[src/rtl/hpu_pkg.sv]
//------------------------------------------------------------------------------
// hpu_pkg
//   Shared types and constants for the dcache line-refill sequencer.
//   Revision: 1.0
//------------------------------------------------------------------------------
`default_nettype none

package hpu_pkg;

    typedef enum logic [2:0] {
        DCL_IDLE   = 3'd0,
        DCL_EV_RLO = 3'd1,
        DCL_EV_RHI = 3'd2,
        DCL_EV_CAP = 3'd3,
        DCL_EV_WVC = 3'd4,
        DCL_WR_LO  = 3'd5,
        DCL_WR_HI  = 3'd6,
        DCL_DONE   = 3'd7
    } dcl_refill_st_e;

    localparam logic [1:0] HALF_NONE = 2'b00;
    localparam logic [1:0] HALF_LO   = 2'b10;
    localparam logic [1:0] HALF_HI   = 2'b11;

endpackage

`default_nettype wire

[src/rtl/dcache_vc_way_sel.sv]
//------------------------------------------------------------------------------
// dcache_vc_way_sel
//   Victim-cache way picker: lowest invalid way, else round-robin pointer.
//   Revision: 1.0
//------------------------------------------------------------------------------
`default_nettype none

module dcache_vc_way_sel #(
    parameter  int VC_WAYS_EXP = 2,
    localparam int VC_WAYS     = 2**VC_WAYS_EXP
) (
    input  logic                   clk_i,
    input  logic                   rst_i,
    input  logic [VC_WAYS-1:0]     vc_valid_i,
    input  logic                   take_i,
    output logic [VC_WAYS_EXP-1:0] way_o
);

    logic [VC_WAYS_EXP-1:0] rr_ptr_q;
    logic [VC_WAYS_EXP-1:0] rr_ptr_d;
    logic                   w_free_found;

    // The pointer only advances when every way is occupied and one is consumed.
    always_comb begin
        way_o        = rr_ptr_q;
        w_free_found = 1'b0;
        for (int i = 0; i < VC_WAYS; i++) begin
            if (!w_free_found && !vc_valid_i[i]) begin
                way_o        = VC_WAYS_EXP'(i);
                w_free_found = 1'b1;
            end
        end
        rr_ptr_d = rr_ptr_q;
        if (take_i && !w_free_found) begin
            rr_ptr_d = rr_ptr_q + VC_WAYS_EXP'(1);
        end
    end

    always_ff @(posedge clk_i) begin
        if (!rst_i) begin
            rr_ptr_q <= '0;
        end else begin
            rr_ptr_q <= rr_ptr_d;
        end
    end

endmodule

`default_nettype wire

[src/rtl/dcache_line_refill.sv]
//------------------------------------------------------------------------------
// dcache_line_refill
//   Refill sequencer: optional victim eviction to the VC, then two-beat L1 fill.
//   Revision: 1.0
//------------------------------------------------------------------------------
`default_nettype none

module dcache_line_refill
    import hpu_pkg::*;
#(
    parameter  int AWT           = 32,
    parameter  int WORD_SEL      = 4,
    parameter  int L1_WAYS       = 2,
    parameter  int VC_WAYS_EXP   = 2,
    parameter  int LINE_DWT      = 512,
    parameter  int HALF_LINE_DWT = 256,
    parameter  int LSU_DC_SWT    = 4,
    localparam int TAG_WT_VC     = AWT - WORD_SEL - 2,
    localparam int VC_WAYS       = 2**VC_WAYS_EXP
) (
    input  logic                              clk_i,
    input  logic                              rst_i,
    input  logic                              req_valid_i,
    output logic                              req_ready_o,
    input  logic [AWT-1:0]                    req_addr_i,
    input  logic [L1_WAYS-1:0]                req_way_i,
    input  logic [LINE_DWT-1:0]               req_data_i,
    input  logic                              victim_valid_i,
    input  logic [TAG_WT_VC-1:0]              victim_tag_i,
    input  logic [VC_WAYS-1:0]                vc_valid_i,
    output logic [L1_WAYS-1:0]                rd_l1d_en_o,
    output logic [1:0]                        rd_l1d_half_en_o,
    output logic [AWT-1:0]                    rd_l1d_addr_o,
    input  logic [HALF_LINE_DWT*L1_WAYS-1:0]  rd_l1d_half_i,
    input  logic [L1_WAYS-1:0]                rw_conflict_i,
    output logic [L1_WAYS-1:0]                wr_l1d_en_o,
    output logic [1:0]                        wr_l1d_half_en_o,
    output logic [AWT-1:0]                    wr_l1d_addr_o,
    output logic [HALF_LINE_DWT-1:0]          wr_l1d_data_o,
    output logic [LSU_DC_SWT-1:0]             wr_l1d_strb_o,
    output logic [L1_WAYS-1:0]                wr_l1d_tag_en_o,
    output logic                              wr_vc_en_o,
    output logic                              wr_vc_line_en_o,
    output logic [VC_WAYS_EXP-1:0]            wr_vc_way_o,
    output logic [LINE_DWT-1:0]               wr_vc_data_o,
    output logic                              wr_vc_tag_en_o,
    output logic [TAG_WT_VC-1:0]              wr_vc_tag_o,
    output logic                              busy_o,
    output logic                              done_o
);

    dcl_refill_st_e                 state_q, state_d;
    logic [AWT-1:0]                 addr_q, addr_d;
    logic [L1_WAYS-1:0]             way_q, way_d;
    logic [LINE_DWT-1:0]            line_q, line_d;
    logic [TAG_WT_VC-1:0]           vtag_q, vtag_d;
    logic [HALF_LINE_DWT-1:0]       lo_q, lo_d;
    logic                           rhi_first_q, rhi_first_d;

    logic [L1_WAYS-1:0]             rd_en_q, rd_en_d;
    logic [1:0]                     rd_half_q, rd_half_d;
    logic [L1_WAYS-1:0]             wr_en_q, wr_en_d;
    logic [1:0]                     wr_half_q, wr_half_d;
    logic [HALF_LINE_DWT-1:0]       wr_data_q, wr_data_d;
    logic [LSU_DC_SWT-1:0]          wr_strb_q, wr_strb_d;
    logic [L1_WAYS-1:0]             wr_tag_en_q, wr_tag_en_d;
    logic                           vc_en_q, vc_en_d;
    logic [VC_WAYS_EXP-1:0]         vc_way_q, vc_way_d;
    logic [LINE_DWT-1:0]            vc_data_q, vc_data_d;
    logic [TAG_WT_VC-1:0]           vc_tag_q, vc_tag_d;
    logic                           busy_q, busy_d;
    logic                           ready_q, ready_d;
    logic                           done_q, done_d;

    logic                           w_accept;
    logic                           w_conflict;
    logic [HALF_LINE_DWT-1:0]       w_rd_sel;
    logic [VC_WAYS_EXP-1:0]         w_vc_way;
    logic                           w_vc_take;
    logic                           w_unused_addr;

    assign w_unused_addr = ^req_addr_i[WORD_SEL+1:0];
    assign w_accept      = req_valid_i && ready_q;
    assign w_conflict    = |(rw_conflict_i & way_q);
    assign w_vc_take     = (state_q == DCL_EV_CAP);

    always_comb begin
        w_rd_sel = '0;
        for (int i = 0; i < L1_WAYS; i++) begin
            if (way_q[i]) begin
                w_rd_sel = w_rd_sel | rd_l1d_half_i[i*HALF_LINE_DWT +: HALF_LINE_DWT];
            end
        end
    end

    dcache_vc_way_sel #(
        .VC_WAYS_EXP (VC_WAYS_EXP)
    ) u_vc_way_sel (
        .clk_i      (clk_i),
        .rst_i      (rst_i),
        .vc_valid_i (vc_valid_i),
        .take_i     (w_vc_take),
        .way_o      (w_vc_way)
    );

    // Next state and datapath; outputs below are decoded from the *next*
    // state so that every RAM strobe is a flop output aligned with its state.
    always_comb begin
        state_d     = state_q;
        addr_d      = addr_q;
        way_d       = way_q;
        line_d      = line_q;
        vtag_d      = vtag_q;
        lo_d        = lo_q;
        vc_way_d    = vc_way_q;
        vc_data_d   = vc_data_q;
        vc_tag_d    = vc_tag_q;
        wr_data_d   = wr_data_q;

        unique case (state_q)
            DCL_IDLE: begin
                if (w_accept) begin
                    addr_d                 = req_addr_i;
                    addr_d[WORD_SEL+1:0]   = '0;
                    way_d                  = req_way_i;
                    line_d                 = req_data_i;
                    vtag_d                 = victim_tag_i;
                    state_d                = victim_valid_i ? DCL_EV_RLO : DCL_WR_LO;
                end
            end
            DCL_EV_RLO: begin
                if (!w_conflict) state_d = DCL_EV_RHI;
            end
            DCL_EV_RHI: begin
                // Read data of the low-half issue only appears on the first cycle here.
                if (rhi_first_q) lo_d = w_rd_sel;
                if (!w_conflict) state_d = DCL_EV_CAP;
            end
            DCL_EV_CAP: begin
                vc_data_d = {w_rd_sel, lo_q};
                vc_tag_d  = vtag_q;
                vc_way_d  = w_vc_way;
                state_d   = DCL_EV_WVC;
            end
            DCL_EV_WVC: state_d = DCL_WR_LO;
            DCL_WR_LO:  state_d = DCL_WR_HI;
            DCL_WR_HI:  state_d = DCL_DONE;
            DCL_DONE:   state_d = DCL_IDLE;
            default:    state_d = DCL_IDLE;
        endcase

        rhi_first_d = (state_d == DCL_EV_RHI) && (state_q != DCL_EV_RHI);

        rd_en_d     = '0;
        rd_half_d   = HALF_NONE;
        wr_en_d     = '0;
        wr_half_d   = HALF_NONE;
        wr_strb_d   = '0;
        wr_tag_en_d = '0;
        vc_en_d     = 1'b0;
        done_d      = 1'b0;
        busy_d      = (state_d != DCL_IDLE);
        ready_d     = (state_d == DCL_IDLE);

        unique case (state_d)
            DCL_EV_RLO: begin
                rd_en_d   = way_d;
                rd_half_d = HALF_LO;
            end
            DCL_EV_RHI: begin
                rd_en_d   = way_d;
                rd_half_d = HALF_HI;
            end
            DCL_EV_WVC: vc_en_d = 1'b1;
            DCL_WR_LO: begin
                wr_en_d   = way_d;
                wr_half_d = HALF_LO;
                wr_data_d = line_d[HALF_LINE_DWT-1:0];
                wr_strb_d = '1;
            end
            DCL_WR_HI: begin
                wr_en_d     = way_d;
                wr_half_d   = HALF_HI;
                wr_data_d   = line_d[LINE_DWT-1:HALF_LINE_DWT];
                wr_strb_d   = '1;
                wr_tag_en_d = way_d;
            end
            DCL_DONE: done_d = 1'b1;
            default: ;
        endcase
    end

    always_ff @(posedge clk_i) begin
        if (!rst_i) begin
            state_q     <= DCL_IDLE;
            addr_q      <= '0;
            way_q       <= '0;
            line_q      <= '0;
            vtag_q      <= '0;
            lo_q        <= '0;
            rhi_first_q <= 1'b0;
            rd_en_q     <= '0;
            rd_half_q   <= HALF_NONE;
            wr_en_q     <= '0;
            wr_half_q   <= HALF_NONE;
            wr_data_q   <= '0;
            wr_strb_q   <= '0;
            wr_tag_en_q <= '0;
            vc_en_q     <= 1'b0;
            vc_way_q    <= '0;
            vc_data_q   <= '0;
            vc_tag_q    <= '0;
            busy_q      <= 1'b0;
            ready_q     <= 1'b1;
            done_q      <= 1'b0;
        end else begin
            state_q     <= state_d;
            addr_q      <= addr_d;
            way_q       <= way_d;
            line_q      <= line_d;
            vtag_q      <= vtag_d;
            lo_q        <= lo_d;
            rhi_first_q <= rhi_first_d;
            rd_en_q     <= rd_en_d;
            rd_half_q   <= rd_half_d;
            wr_en_q     <= wr_en_d;
            wr_half_q   <= wr_half_d;
            wr_data_q   <= wr_data_d;
            wr_strb_q   <= wr_strb_d;
            wr_tag_en_q <= wr_tag_en_d;
            vc_en_q     <= vc_en_d;
            vc_way_q    <= vc_way_d;
            vc_data_q   <= vc_data_d;
            vc_tag_q    <= vc_tag_d;
            busy_q      <= busy_d;
            ready_q     <= ready_d;
            done_q      <= done_d;
        end
    end

    assign req_ready_o      = ready_q;
    assign rd_l1d_en_o      = rd_en_q;
    assign rd_l1d_half_en_o = rd_half_q;
    assign rd_l1d_addr_o    = addr_q;
    assign wr_l1d_en_o      = wr_en_q;
    assign wr_l1d_half_en_o = wr_half_q;
    assign wr_l1d_addr_o    = addr_q;
    assign wr_l1d_data_o    = wr_data_q;
    assign wr_l1d_strb_o    = wr_strb_q;
    assign wr_l1d_tag_en_o  = wr_tag_en_q;
    assign wr_vc_en_o       = vc_en_q;
    assign wr_vc_line_en_o  = vc_en_q;
    assign wr_vc_way_o      = vc_way_q;
    assign wr_vc_data_o     = vc_data_q;
    assign wr_vc_tag_en_o   = vc_en_q;
    assign wr_vc_tag_o      = vc_tag_q;
    assign busy_o           = busy_q;
    assign done_o           = done_q;

endmodule

`default_nettype wire

[config.mk]
export PLATFORM = sky130hd
export DESIGN_NAME = dcache_line_refill
export DESIGN_NICKNAME = d
export VERILOG_FILES = /design/src/rtl/hpu_pkg.sv /design/src/rtl/dcache_vc_way_sel.sv /design/src/rtl/dcache_line_refill.sv
export SDC_FILE = /design/constraint.sdc
export NUM_CORES = 2
export LEC_CHECK = 0
export BUFFER_PORTS_ARGS = -buffer_cell sky130_fd_sc_hd__buf_2
export CAP_MARGIN = 20
export CORE_AREA = 2 2 768 770
export DETAILED_ROUTE_END_ITERATION = 10
export DIE_AREA = 0 0 770 772
export SYNTH_ARGS = -nofsm -noshare
export SYNTH_HDL_FRONTEND = slang
export SYNTH_SLANG_ARGS = --single-unit
[constraint.sdc]
create_clock -name clk_i -period 2 [get_ports clk_i]
set_input_delay 0.4 -clock clk_i [delete_from_list [all_inputs] [get_ports clk_i]]
set_output_delay 0.4 -clock clk_i [all_outputs]
set_load 0.02 [all_outputs]
==> impl_metrics.ini <==
[worst_setup_path]
reg2reg_from = state_q[2]
r2r-end = wr_l1d_data_o[94]
r2r_cells = 9
crit_path_cell_trace = buf_6 -> o31ai_4 -> buf_12 -> buf_16 -> buf_12 -> buf_12 -> buf_16 -> nor2_1 -> o32ai_1
reg2reg_slack_ns = -0.07
startpoint = state_q[2]
crit_arrival_ns = 2.85
crit_family = buffers and inverters
critPathCaptureType = flop
path_class = reg2reg
cp_common_cell = buf_12
critical_path.slowest_cell = dfxtp_4
crit_path_start_kind = flop
cpPeakStageDelay_ns = 0.38
critPathBufInv = 6
crit_fanout = 7
crit_required_ns = 2.78

[detailed_routing]
routed_via_density = 3.84
drt_pre_antenna_iters = 6
ant_nets = 1
wl_per_cell_um = 27.5
drt_iter0_markers = 5233
drc = 0
routed_wl_mm = 508
via_count = 70950

[clock_network]
htree_levels = 4
clkTransAtPathRegs_ns = 0.07
clockBufferDepth = 4
cts.sinks = 1638
cts_tree = done
root_buffer = clkbuf_16
clock_latency_ns = 0.96
cts_buffers = 194

[hold_path]
hold_start = rd_l1d_half_i[285]
holdPathStages = 5
min_to = lo_q[29]
hold_class = in2reg

[die]
dieArea_sq_um = 594000
fp.dieH_um = 772
rows = 282
core_area_sq_um = 587000
die_width_um = 770
start_util = 0.109
ioPinCount = 1974

[global_routing]
use_met3 = 0.0656
use_met1 = 0.175
grt_pass1_vias = 67214
use_met2 = 0.249
antenna_found_initial = 217
busiest_layer = met2
grt_pass1_wl_mm = 634
track_usage = 0.158
grt_overflow = 0
grt_max_degree = 123

[synthesis]
synthCells = 7282
yosysWarnings = 0
synth-main-ff-cell = dfxtp_1
yosysMostFrequentCell = nand2_1
syn_area_sq_um = 64000
seq_area_frac_synth = 0.512
async_flop_share = 0
yosys-top-cells-count = 2,465 x nand2_1, 1,638 x dfxtp_1, 837 x a21boi_0, 513 x o211a_1, 367 x clkbuf_1
ys_types = 43
synth.area.top_cells = dfxtp_1 51%, nand2_1 14%, a21boi_0 9.8%, o211a_1 8.0%, o32ai_1 3.5%
synth-edff-count = 0
ys_ff_latch = 1638
syn_area_per_cell_sq_um = 8.79
synth_top_area_frac = 0.512
synth_top_cell_by_area = dfxtp_1

[status]
violations = antenna rules, setup timing
status = complete, but fails checks

[timing]
worst_slack_ns = -0.0734
finalSetupViolations = 75
timing.setup.tns_ns = -1.13
rsz0062_at_grt = true
hold_ws_ns = 0.0924
hold_viol_final = 0
skew_ns = 0.120
period_minus_slack_ns = 2.07
slew_headroom = 0.545
min_period_over_period = 1.04
fmax_ghz = 0.482
tightest_slew_ns = 0.683
slew_viol_final = 0

[job]
max_cap_violations = 0

[placement]
dp_hpwl_mm = 395
io_buffers = 1955
dpl.cell_count = 16776
gp_congestion = 1.01

[pwr]
leakagePower_uw = 0.0483
peakVddDrop_v = 0.000693
p_per_area_nw_per_um2 = 989

[layout]
layout.nets = 11481
post-route-util = 0.189
fin_cells = 18467
area_growth_syn_to_layout_pct = 73.3
drive_gt1_frac = 0.308
[cells in the final DEF, fill, tap and decap left out, types with 13 or more instances in the layout]
master,instances
o211a_1,512
o22ai_2,22
dlygate4sd3_1,1058
buf_2,1529
buf_4,517
clkbuf_8,46
dfxtp_4,25
nand2_1,2438
o32ai_2,38
buf_16,86
diode_2,113
nor2_1,242
buf_6,148
o22ai_1,233
a22oi_2,48
a22oi_1,209
nand2_2,14
a21boi_1,86
a21boi_0,751
clkinv_2,27
buf_12,217
dfxtp_1,1458
a21boi_2,13
o32ai_1,218
clkbuf_1,46
nand2_4,13
dfxtp_2,155
buf_8,23
clkbuf_16,233
[state kept, by name, indices dropped and copies added (netlist names)]
name and count:
req_ready_o 1, wr_l1d_data_o 256, way_q 2, u_vc_way_sel.rr_ptr_q 2, rd_l1d_half_en_o 2, wr_l1d_half_en_o 1, wr_l1d_tag_en_o 2, wr_vc_way_o 2
vtag_q 26, rd_l1d_addr_o 26, wr_vc_data_o 512, busy_o 1, state_q 3, rd_l1d_en_o 2, line_q 512, rhi_first_q 1
wr_l1d_strb_o 1, wr_l1d_en_o 2, wr_vc_en_o 1, done_o 1, wr_vc_tag_o 26, lo_q 256
[worst min-delay path, stage by stage]
cell and delay, ns:
buf_2 0.08, a22oi_2 0.10, buf_6 0.16, nand2_1 0.06, o211a_1 0.13
[cells by family (layout without fill, tap and decap cells)]
logic type | count (synthesis) | count (layout) | share of synthesized area
AO/OA/AOI/OAI | 2144 | 2144 | 0.271
XOR/XNOR | 1 | 1 | 0.000137
buffers and inverters | 737 | 3988 | 0.0524
flip-flops | 1638 | 1638 | 0.512
multiplexers | 2 | 2 | 0.000313
other | 1 | 125 | 0.0000586
AND/OR/NAND/NOR | 2759 | 2759 | 0.164
[metrics by stage]
stage | instance area, sq um | worst slack, ns | total power, uW
3_3_place_gp | 85500 | -0.793 | 64800
6_report | 111000 | -0.0734 | 110000
3_5_place_dp | 85500 | -0.752 | 64900
4_1_cts | 109000 | -0.113 | 110000
5_1_grt | 111000 | -0.142 | 114000
2_1_floorplan | 64100 | 0.200 | 50400
[where the power goes]
| group | total, uW | switching [uW] | internal [uW] |
|---|---|---|---|
| logic | 34400 | 20600 | 13800 |
| clock network | 37400 | 16100 | 21200 |
| registers | 38100 | 2140 | 35900 |
[how the worst max path moves through the flow]
stage / end / depth (start not counted) / slack, ns
6_report: wr_l1d_data_o[94] / 9 / -0.07
5_1_grt: wr_l1d_data_o[90] / 9 / -0.14
4_1_cts: rd_l1d_en_o[0] / 6 / -0.11
3_5_place_dp: rd_l1d_en_o[0] / 5 / -0.75
3_3_place_gp: rd_l1d_en_o[0] / 5 / -0.79
2_1_floorplan: wr_l1d_data_o[249] / 7 / 0.20
[repair_timing]
item	CTS	global route
gates resized for setup	1236	272
gates cloned	46	40
hold endpoints to repair	1323	1
buffers inserted	58	33
hold buffers	1057	1
pin swaps	11	57
setup endpoints to repair	1507	788
[cell type report]
| type | instances | area [sq um] |
|---|---|---|
| well taps | 7810 | 9770 |
| multi-input cells | 4918 | 29000 |
| diodes | 113 | 283 |
| flip-flops and latches | 1638 | 33100 |
| fillers | 64943 | 476000 |
| clock inverters | 67 | 957 |
| repair buffers | 3629 | 32200 |
| clock buffers | 286 | 5660 |
| inverters | 6 | 25.0 |
[layer usage]
| metal | wire (um) | part of all wire | vias to the layer above |
|---|---|---|---|
| li1 | - | - | 31610 |
| met1 | 190000 | 0.37 | 34581 |
| met2 | 224000 | 0.44 | 3578 |
| met3 | 53200 | 0.10 | 1133 |
| met4 | 40700 | 0.080 | 48 |
| met5 | 472 | 0.00093 | - |
(Power assumes the default switching activity.)
